$ cat src/rtl/box_motion_ctrl.sv
// Moves a box around the screen from four push buttons, one step per video frame,
// accelerating while a direction is held and clamping the box inside the visible area.
module box_motion_ctrl #(
   parameter int SCREEN_W        = 640,
   parameter int SCREEN_H        = 480,
   parameter int BOX_W           = 100,
   parameter int BOX_H           = 100,
   parameter int START_X         = 270,
   parameter int START_Y         = 190,
   parameter int DEBOUNCE_CYCLES = 250000,
   parameter int ACCEL_FRAMES    = 8,
   parameter int MAX_SPEED       = 4
) (
   input  logic       clk_25mhz,
   input  logic       rst_n,
   input  logic       btn_up,
   input  logic       btn_down,
   input  logic       btn_left,
   input  logic       btn_right,
   input  logic       vsync,
   output logic [9:0] box_x,
   output logic [9:0] box_y,
   output logic [2:0] speed,
   output logic       frame_tick
);

   localparam int DB_W  = $clog2(DEBOUNCE_CYCLES + 1);
   localparam int ACC_W = $clog2(ACCEL_FRAMES + 1);
   localparam logic signed [11:0] X_LIM = 12'(SCREEN_W - BOX_W);
   localparam logic signed [11:0] Y_LIM = 12'(SCREEN_H - BOX_H);

   typedef enum logic [0:0] {ST_IDLE = 1'b0, ST_MOVE = 1'b1} state_t;

   // Bit order throughout: {right, left, down, up}.
   logic [3:0]      btn_raw_s;
   logic [3:0]      sync1_r, sync2_r, db_r;
   logic [DB_W-1:0] db_cnt_r [4];
   logic            vsync_prev_r, tick_s;

   state_t          state_r, state_nx_s;
   logic [9:0]      box_x_r, box_y_r, x_nx_s, y_nx_s;
   logic [2:0]      speed_r, spd_nx_s, step_spd_s, adv_spd_s;
   logic [ACC_W-1:0] acc_cnt_r, acc_nx_s, held_s, adv_acc_s;
   logic signed [11:0] dx_s, dy_s, step_s, new_x_s, new_y_s;
   logic            moving_s, frame_tick_r;

   function automatic logic [9:0] clamp_pos(input logic signed [11:0] p,
                                            input logic signed [11:0] lim);
      if (p < 12'sd0) begin
         return 10'd0;
      end else if (p > lim) begin
         return lim[9:0];
      end else begin
         return p[9:0];
      end
   endfunction

   assign btn_raw_s = {btn_right, btn_left, btn_down, btn_up};
   assign tick_s    = vsync & ~vsync_prev_r;

   // Two-flop synchronizers for the raw buttons.
   always_ff @(posedge clk_25mhz or negedge rst_n) begin
      if (!rst_n) begin
         sync1_r <= 4'd0;
         sync2_r <= 4'd0;
      end else begin
         sync1_r <= btn_raw_s;
         sync2_r <= sync1_r;
      end
   end

   // Per-button debounce: flip only after a full run of disagreeing samples.
   always_ff @(posedge clk_25mhz or negedge rst_n) begin
      if (!rst_n) begin
         db_r <= 4'd0;
         for (int i = 0; i < 4; i++) db_cnt_r[i] <= '0;
      end else begin
         for (int i = 0; i < 4; i++) begin
            if (sync2_r[i] != db_r[i]) begin
               if (db_cnt_r[i] == DB_W'(DEBOUNCE_CYCLES - 1)) begin
                  db_r[i]     <= sync2_r[i];
                  db_cnt_r[i] <= '0;
               end else begin
                  db_cnt_r[i] <= db_cnt_r[i] + DB_W'(1);
               end
            end else begin
               db_cnt_r[i] <= '0;
            end
         end
      end
   end

   // Next-state and next-position logic, evaluated only on a frame tick.
   always_comb begin
      state_nx_s = state_r;
      x_nx_s     = box_x_r;
      y_nx_s     = box_y_r;
      spd_nx_s   = speed_r;
      acc_nx_s   = acc_cnt_r;
      dx_s       = $signed({11'd0, db_r[3]}) - $signed({11'd0, db_r[2]});
      dy_s       = $signed({11'd0, db_r[1]}) - $signed({11'd0, db_r[0]});
      moving_s   = (dx_s != 12'sd0) || (dy_s != 12'sd0);
      // The tick that leaves IDLE is itself the first held frame at speed 1.
      step_spd_s = (state_r == ST_MOVE) ? speed_r : 3'd1;
      held_s     = (state_r == ST_MOVE) ? acc_cnt_r + ACC_W'(1) : ACC_W'(1);
      step_s     = $signed({9'd0, step_spd_s});
      new_x_s    = $signed({2'b00, box_x_r}) + dx_s * step_s;
      new_y_s    = $signed({2'b00, box_y_r}) + dy_s * step_s;
      if (held_s >= ACC_W'(ACCEL_FRAMES)) begin
         adv_acc_s = '0;
         adv_spd_s = (step_spd_s >= 3'(MAX_SPEED)) ? 3'(MAX_SPEED) : step_spd_s + 3'd1;
      end else begin
         adv_acc_s = held_s;
         adv_spd_s = step_spd_s;
      end
      if (tick_s) begin
         case (state_r)
            ST_IDLE: begin
               if (moving_s) begin
                  state_nx_s = ST_MOVE;
                  x_nx_s     = clamp_pos(new_x_s, X_LIM);
                  y_nx_s     = clamp_pos(new_y_s, Y_LIM);
                  spd_nx_s   = adv_spd_s;
                  acc_nx_s   = adv_acc_s;
               end else begin
                  state_nx_s = ST_IDLE;
               end
            end
            ST_MOVE: begin
               if (moving_s) begin
                  state_nx_s = ST_MOVE;
                  x_nx_s     = clamp_pos(new_x_s, X_LIM);
                  y_nx_s     = clamp_pos(new_y_s, Y_LIM);
                  spd_nx_s   = adv_spd_s;
                  acc_nx_s   = adv_acc_s;
               end else begin
                  state_nx_s = ST_IDLE;
                  spd_nx_s   = 3'd0;
                  acc_nx_s   = '0;
               end
            end
            default: begin
               state_nx_s = ST_IDLE;
               spd_nx_s   = 3'd0;
               acc_nx_s   = '0;
            end
         endcase
      end else begin
         state_nx_s = state_r;
      end
   end

   // Frame state registers; prev-vsync resets high so a high vsync at release is not an edge.
   always_ff @(posedge clk_25mhz or negedge rst_n) begin
      if (!rst_n) begin
         vsync_prev_r <= 1'b1;
         frame_tick_r <= 1'b0;
         state_r      <= ST_IDLE;
         box_x_r      <= 10'(START_X);
         box_y_r      <= 10'(START_Y);
         speed_r      <= 3'd0;
         acc_cnt_r    <= '0;
      end else begin
         vsync_prev_r <= vsync;
         frame_tick_r <= tick_s;
         state_r      <= state_nx_s;
         box_x_r      <= x_nx_s;
         box_y_r      <= y_nx_s;
         speed_r      <= spd_nx_s;
         acc_cnt_r    <= acc_nx_s;
      end
   end

   assign box_x      = box_x_r;
   assign box_y      = box_y_r;
   assign speed      = speed_r;
   assign frame_tick = frame_tick_r;

endmodule

$ cat config.mk
export PLATFORM = sky130hd
export DESIGN_NAME = box_motion_ctrl
export DESIGN_NICKNAME = d
export VERILOG_FILES = /design/src/rtl/box_motion_ctrl.sv
export SDC_FILE = /design/constraint.sdc
export NUM_CORES = 1
export LEC_CHECK = 0
export ABC_AREA = 1
export CORE_MARGIN = 2
export CORE_UTILIZATION = 56
export CTS_BUF_LIST = sky130_fd_sc_hd__clkbuf_8
export CTS_CLUSTER_DIAMETER = 60
export DETAILED_ROUTE_END_ITERATION = 10
export GPL_ROUTABILITY_DRIVEN = 0
export PLACE_DENSITY_LB_ADDON = 0.05
export SETUP_SLACK_MARGIN = 0.2
export SYNTH_ARGS = -nofsm -noshare
export SYNTH_HDL_FRONTEND = slang
export SYNTH_SLANG_ARGS = --single-unit
$ cat constraint.sdc
create_clock -name clk_25mhz -period 2.75 [get_ports clk_25mhz]
set_input_delay 0.55 -clock clk_25mhz [delete_from_list [all_inputs] [get_ports clk_25mhz]]
set_output_delay 0.55 -clock clk_25mhz [all_outputs]
set_load 0.01 [all_outputs]
Word-level counts from Yosys, hierarchy flattened
Index checks and enable logic that the tools add are counted.

word-level totals
  register bits = 114
  output and inout port bits = 24
  word-level logic and storage cells = 82

operators by class
  add/subtract/negate cells = 10
  multipliers = 2
  magnitude comparators = 6
  eq/ne operators = 9
  mux-type cells = 26
  bitwise operators = 3
  reductions and logical operators = 9

operators with widths
  kind                                                             count
  two-way mux 18 bit                                               8
  adder 18 x 1 -> 18 bit, second input constant                    4
  == test 18 bit, second input constant                            4
  two-way mux 10 bit                                               6
  adder 11 x 6 -> 12 bit                                           2
  less-than comparator 12 x 1 -> 1 bit, second input constant      2
  nonzero test 12 bit                                              2
  two-way mux 4 bit                                                4
  two-way mux 3 bit                                                5
  greater-than comparator 12 x 10 -> 1 bit, second input constant  1
  greater-than comparator 12 x 11 -> 1 bit, second input constant  1
  multiplier 2 x 4 -> 6 bit                                        2
  AND reduction 2 bit                                              6
  case mux 4 bit (2 select lines)                                  1
  case mux 3 bit (2 select lines)                                  1
  adder 4 x 1 -> 4 bit, second input constant                      1
  greater-or-equal comparator 4 bit, second input constant         1
  != test 1 bit                                                    4
  subtractor 1 x 1 -> 2 bit                                        2
  adder 3 x 1 -> 3 bit, second input constant                      1
  greater-or-equal comparator 3 bit, second input constant         1
  != test 2 bit, second input constant                             1
  NOT 1 bit                                                        2
  bitwise AND 1 bit                                                1
  other kinds (2)                                                  2

Depth between registers and ports, before layout
  word-level depth = 7
  depth in mapped cells = 21
  mapped depth without buffers = 21

Worst setup path before layout
Ideal clock, no wire load.

  path kind = register -> register
  start = register db_r[1]
  end = register box_y_r[0], in the netlist box_y[0]
  library setup time = 0.118 ns
  data arrival time = 2.777 ns
  data required time = 2.632 ns
  path slack = -0.145 ns
  cell stages (with the launch flop) = 14
  path buffers = 0
  clock period less this slack = 2.895 ns
  path through = dfrtp_1 > inv_1 > ha_1 > nand2_1 > fa_1 > inv_1 > fa_1 > nand4_1 > nand3_1 > a21oi_1 > xor2_1 > nand2_2 > nand4_1 > nand2_1

on the way
  cells in the longest elaborated chain, start to end = 7

ends and longest elaborated chain
  item                                      RTL line  RTL
  start, declared                           36        logic [3:0] sync1_r, sync2_r, db_r;
  start signal, assigned by index           81        db_r[i] <= sync2_r[i];
  subtractor 1 x 1 -> 2 bit (*)             101       dy_s = $signed({11'd0, db_r[1]}) - $signed({11'd0, db_r[0]});
  multiplier 2 x 4 -> 6 bit                 108       new_y_s = $signed({2'b00, box_y_r}) + dy_s * step_s;
  adder 11 x 6 -> 12 bit                    108
  greater-than comparator 12 x 10 -> 1 bit  51        end else if (p > lim) begin
  two-way mux 10 bit                        51
  two-way mux 10 bit                        49        if (p < 12'sd0) begin
  two-way mux 10 bit                        119, 130
  end signal, assigned                      160       box_y_r <= 10'(START_Y);
  end signal, assigned                      168       box_y_r <= y_nx_s;
  end, declared                             41        logic [9:0] box_x_r, box_y_r, x_nx_s, y_nx_s;

Every way passes the cells marked *; elsewhere a longest branch is shown, timed or not. The select of a mux whose other input is x is not followed.
A chain may end at the register's enable or synchronous reset.

Worst setup path in the final report
  start = register db_r[2]
  end = register box_x_r[5], in the netlist box_x[5]

on the way
  cells in the longest elaborated chain, start to end = 7

ends and longest elaborated chain
  item                                      RTL line  RTL
  subtractor 1 x 1 -> 2 bit (*)             100       dx_s = $signed({11'd0, db_r[3]}) - $signed({11'd0, db_r[2]});
  multiplier 2 x 4 -> 6 bit                 107       new_x_s = $signed({2'b00, box_x_r}) + dx_s * step_s;
  adder 11 x 6 -> 12 bit                    107
  greater-than comparator 12 x 11 -> 1 bit  51
  two-way mux 10 bit                        51
  two-way mux 10 bit                        49
  two-way mux 10 bit                        119, 130
  end signal, assigned                      159       box_x_r <= 10'(START_X);
  end signal, assigned                      167       box_x_r <= x_nx_s;
  end, declared                             41

Marks and branches as above.

==> impl_metrics.tcl <==
set metrics [dict create \
    antennaDiodeCount 0 \
    fin_crit_sh_pct 106.3 \
    cts_hold_buffers 0 \
    fillers 983 \
    cpMostUsedCell "nand2_1" \
    irDropWorstVdd_mv 0.3389 \
    clockBufferDepth 2 \
    avgViaCountPerCell 5.324 \
    drc 0 \
    clk_latency_ns 0.43 \
    final_nets 1019 \
    fmax_mhz 341.9 \
    violations "negative setup slack" \
    tightest_slew_ns 0.6510 \
    syn_area_um2 6809 \
    cp_slowest_stage_delay_ns 0.47 \
    post-route-cell-area_um2 8409 \
    clkSinkCount 114 \
    drive_above_1_share_pct 19.18 \
    ios 31 \
    ant_nets 0 \
    syn-instance-count 870 \
    avgSynthCellArea_um2 7.826 \
    worstPathRequired_ns 3.13 \
    wirelength_um 15100 \
    p_leak_nw 4.018 \
    synth_edf_count 0 \
    path_cells "ha_4 > inv_4 > nand2_4 > fa_2 > fa_2 > inv_2 > nand2_1 > nand2_2 > nand3_2 > nand3_2 > nand2_2 > nor2_1 > nand3_1 > nand2_1 > nand2_2 > nor2_4 > nand2_1 > nand2_1" \
    cts_buffers 17 \
    synth_top_cell_by_area "dfrtp_1" \
    crit_family "simple AND/OR/NAND/NOR gates" \
    vias 5974 \
    rsz0062_at_grt "true" \
    synth_area_leaders "dfrtp_1 (38%), nand2_1 (11%), ha_1 (8.1%)" \
    area_growth_pct 23.50 \
    cts_tree "yes" \
    root_buffer "clkbuf_8" \
    core-area_um2 11960 \
    hp-class "primary input to async pin" \
    path_clk_slew_ns 0.07 \
    endpoint_kind "flop" \
    die_x_um 114.3 \
    ys_warn_count 0 \
    initial_utilization_pct 56.92 \
    grt_first_pass_wirelength_um 26350 \
    outcome "finished with violations" \
    finClkSkew_ns 0.01204 \
    start_kind "flop" \
    track_usage_pct 25.11 \
    grt_pass1_vias 5881 \
    reg2reg_slack_ns -0.17 \
    antenna_found_initial 0 \
    worstSetupPathType "flop to flop" \
    rr_worst_depth 18 \
    port_buffers 30 \
    yosys.cell_types.count 36 \
    die_area_um2 13060 \
    htreeDepth 4 \
    fin_crit_ns 2.925 \
    finalSetupViolCount 19 \
    synth-seq-cells 114 \
    finalMaxSlewViolations 0 \
    finalWorstSetupSlack_ns -0.1745 \
    multiInputGateArea_um2 3771 \
    worst-path-buf-inv 2 \
    p_total_mw 3.636 \
    cpMaxStageDelayCell "fa_2" \
    ys_seq_area_share_pct 42.10 \
    syn-num-nets 927 \
    yosysTopAreaCellShare_pct 37.85 \
    place_area_um2 7692 \
    die_h_um 114.3 \
    drv_cap 0 \
    cp_max_fo 6 \
    rows 40 \
    seqCellArea_um2 2867 \
    finalHoldViolations 0 \
    drt_iter0_markers 423 \
    reg2reg_from "db_r[2]$_DFFE_PN0P_" \
    wl_per_cell_um 13.46 \
    r2r_end "box_x[5]$_DFFE_PN0P_" \
    async_flop_share_pct 100.0 \
    hold_slack_ns 0.04972 \
    dp_hpwl_um 10960 \
    first_pass_iters 5 \
    synth_flop_cell "dfrtp_1" \
    max-slew-margin-rel_pct 56.14 \
    power_density_nw_per_um2 432.3 \
    overflow 0 \
    crit_arrival_ns 3.30 \
    grt_max_degree 46 \
]
[how the worst max path moves through the flow]
stage	startpoint	endpoint	slack, ns	depth (start not counted)
6_report	db_r[2]$_DFFE_PN0P_	box_x[5]$_DFFE_PN0P_	-0.17	18
5_1_grt	db_r[2]$_DFFE_PN0P_	box_x[1]$_DFFE_PN1P_	-0.34	18
4_1_cts	db_r[3]$_DFFE_PN0P_	box_x[6]$_DFFE_PN0P_	-0.09	20
3_5_place_dp	db_r[3]$_DFFE_PN0P_	box_x[1]$_DFFE_PN1P_	-0.15	20
3_3_place_gp	db_r[3]$_DFFE_PN0P_	box_x[6]$_DFFE_PN0P_	-0.1	20
2_1_floorplan	db_r[3]$_DFFE_PN0P_	box_x[1]$_DFFE_PN1P_	0.12	18
[sequential cells by signal, indices dropped and copies added, names as in the netlist]
signal        flops
sync2_r           4
vsync_prev_r      1
speed             3
frame_tick        1
state_r           1
acc_cnt_r         4
box_x            10
box_y            10
sync1_r           4
db_cnt_r         72
db_r              4
[final cells by class]
class | instances | share of cell area (%)
clock buffers | 21 | 3.437
clock inverters | 11 | 2.083
inverters | 125 | 5.609
multi-input cells | 629 | 44.84
flip-flops and latches | 114 | 34.09
well taps | 147 | 2.187
repair buffers | 75 | 7.752
[cells by family after synthesis]
kind of cell	synth area share [%]
fa+ha+maj	9.849
buf+inv	7.001
xor+xnor	3.969
mux	0.3307
flops	42.10
simple gates	29.68
compound gates	7.075
[routing by layer]
| metal | share of wire, % | GRT usage [%] | vias up |
|---|---|---|---|
| li1 | - | - | 3006 |
| met1 | 45 | 32.89 | 2821 |
| met2 | 50 | 42.26 | 131 |
| met3 | 4.3 | 5.506 | 16 |
| met4 | 1.3 | 6.992 | 0 |
| met5 | 0 | 0 | - |
[repair_timing]
action                                  4_1_cts  5_1_grt
buffers inserted                              4        2
gates resized for setup                      20       35
gates cloned                                  0        0
pin swaps                                    10       29
endpoints found under the setup margin       19       19
[placed cells by master, fill, tap and decap left out, drive strengths merged]
cell | netlist | routed
xor2 | 26 | 26
nand3b | 1 | 1
dfrtp | 103 | 103
nor4 | 3 | 3
nand3 | 59 | 59
clkinvlp | 0 | 2
and3 | 4 | 4
clkinv | 1 | 5
buf | 0 | 46
clkbuf | 2 | 21
nand4 | 19 | 19
a21oi | 38 | 38
ha | 44 | 44
nor3b | 8 | 8
o21ai | 37 | 37
nor3 | 34 | 34
nor2 | 133 | 133
a32o | 2 | 2
mux2 | 2 | 2
inv | 124 | 125
dfstp | 11 | 11
o21bai | 2 | 2
xnor2 | 4 | 4
o211ai | 1 | 1
nand2 | 197 | 197
clkdlybuf4s50 | 0 | 29
fa | 6 | 6
a31oi | 8 | 8
bufinv | 0 | 4
o22ai | 1 | 1
[report_power, final]
group	internal, mW	switching (mW)
Sequential	1.70	0.0158
Clock	1.09	0.709
Combinational	0.0387	0.0786
Total	2.83	0.803
[synth_stat cells, drive strengths merged, types with 2 or more instances]
| cell | instances |
|---|---|
| nand2 | 197 |
| nor2 | 133 |
| inv | 124 |
| dfrtp | 103 |
| nand3 | 59 |
| ha | 44 |
| a21oi | 38 |
| o21ai | 37 |
| nor3 | 34 |
| xor2 | 26 |
| nand4 | 19 |
| dfstp | 11 |
| a31oi | 8 |
| nor3b | 8 |
| fa | 6 |
| and3 | 4 |
| xnor2 | 4 |
| nor4 | 3 |
| a32o | 2 |
| clkbuf | 2 |
| mux2 | 2 |
| o21bai | 2 |
[worst register-to-register path, delay by kind of cell, from the launching register on]
kind | cells | cell delay, ns
fa+ha+maj | 3 | 1.16
buf+inv | 2 | 0.11
flops | 1 | 0.42
simple gates | 13 | 1.21
[stage by stage]
step / util [%] / worst slack (ns) / TNS [ns] / instances
floorplan: - / 0.1153 / 0 / 870
detailed placement: 64.31 / -0.1519 / -1.338 / 1084
CTS: 69.02 / -0.09118 / -0.7450 / 1120
finish: 70.30 / -0.1745 / -1.480 / 1122
global route: 70.30 / -0.3392 / -4.655 / 1122
global placement: 64.31 / -0.09505 / -0.6609 / 1084
Power figures use the tool's default switching activity.
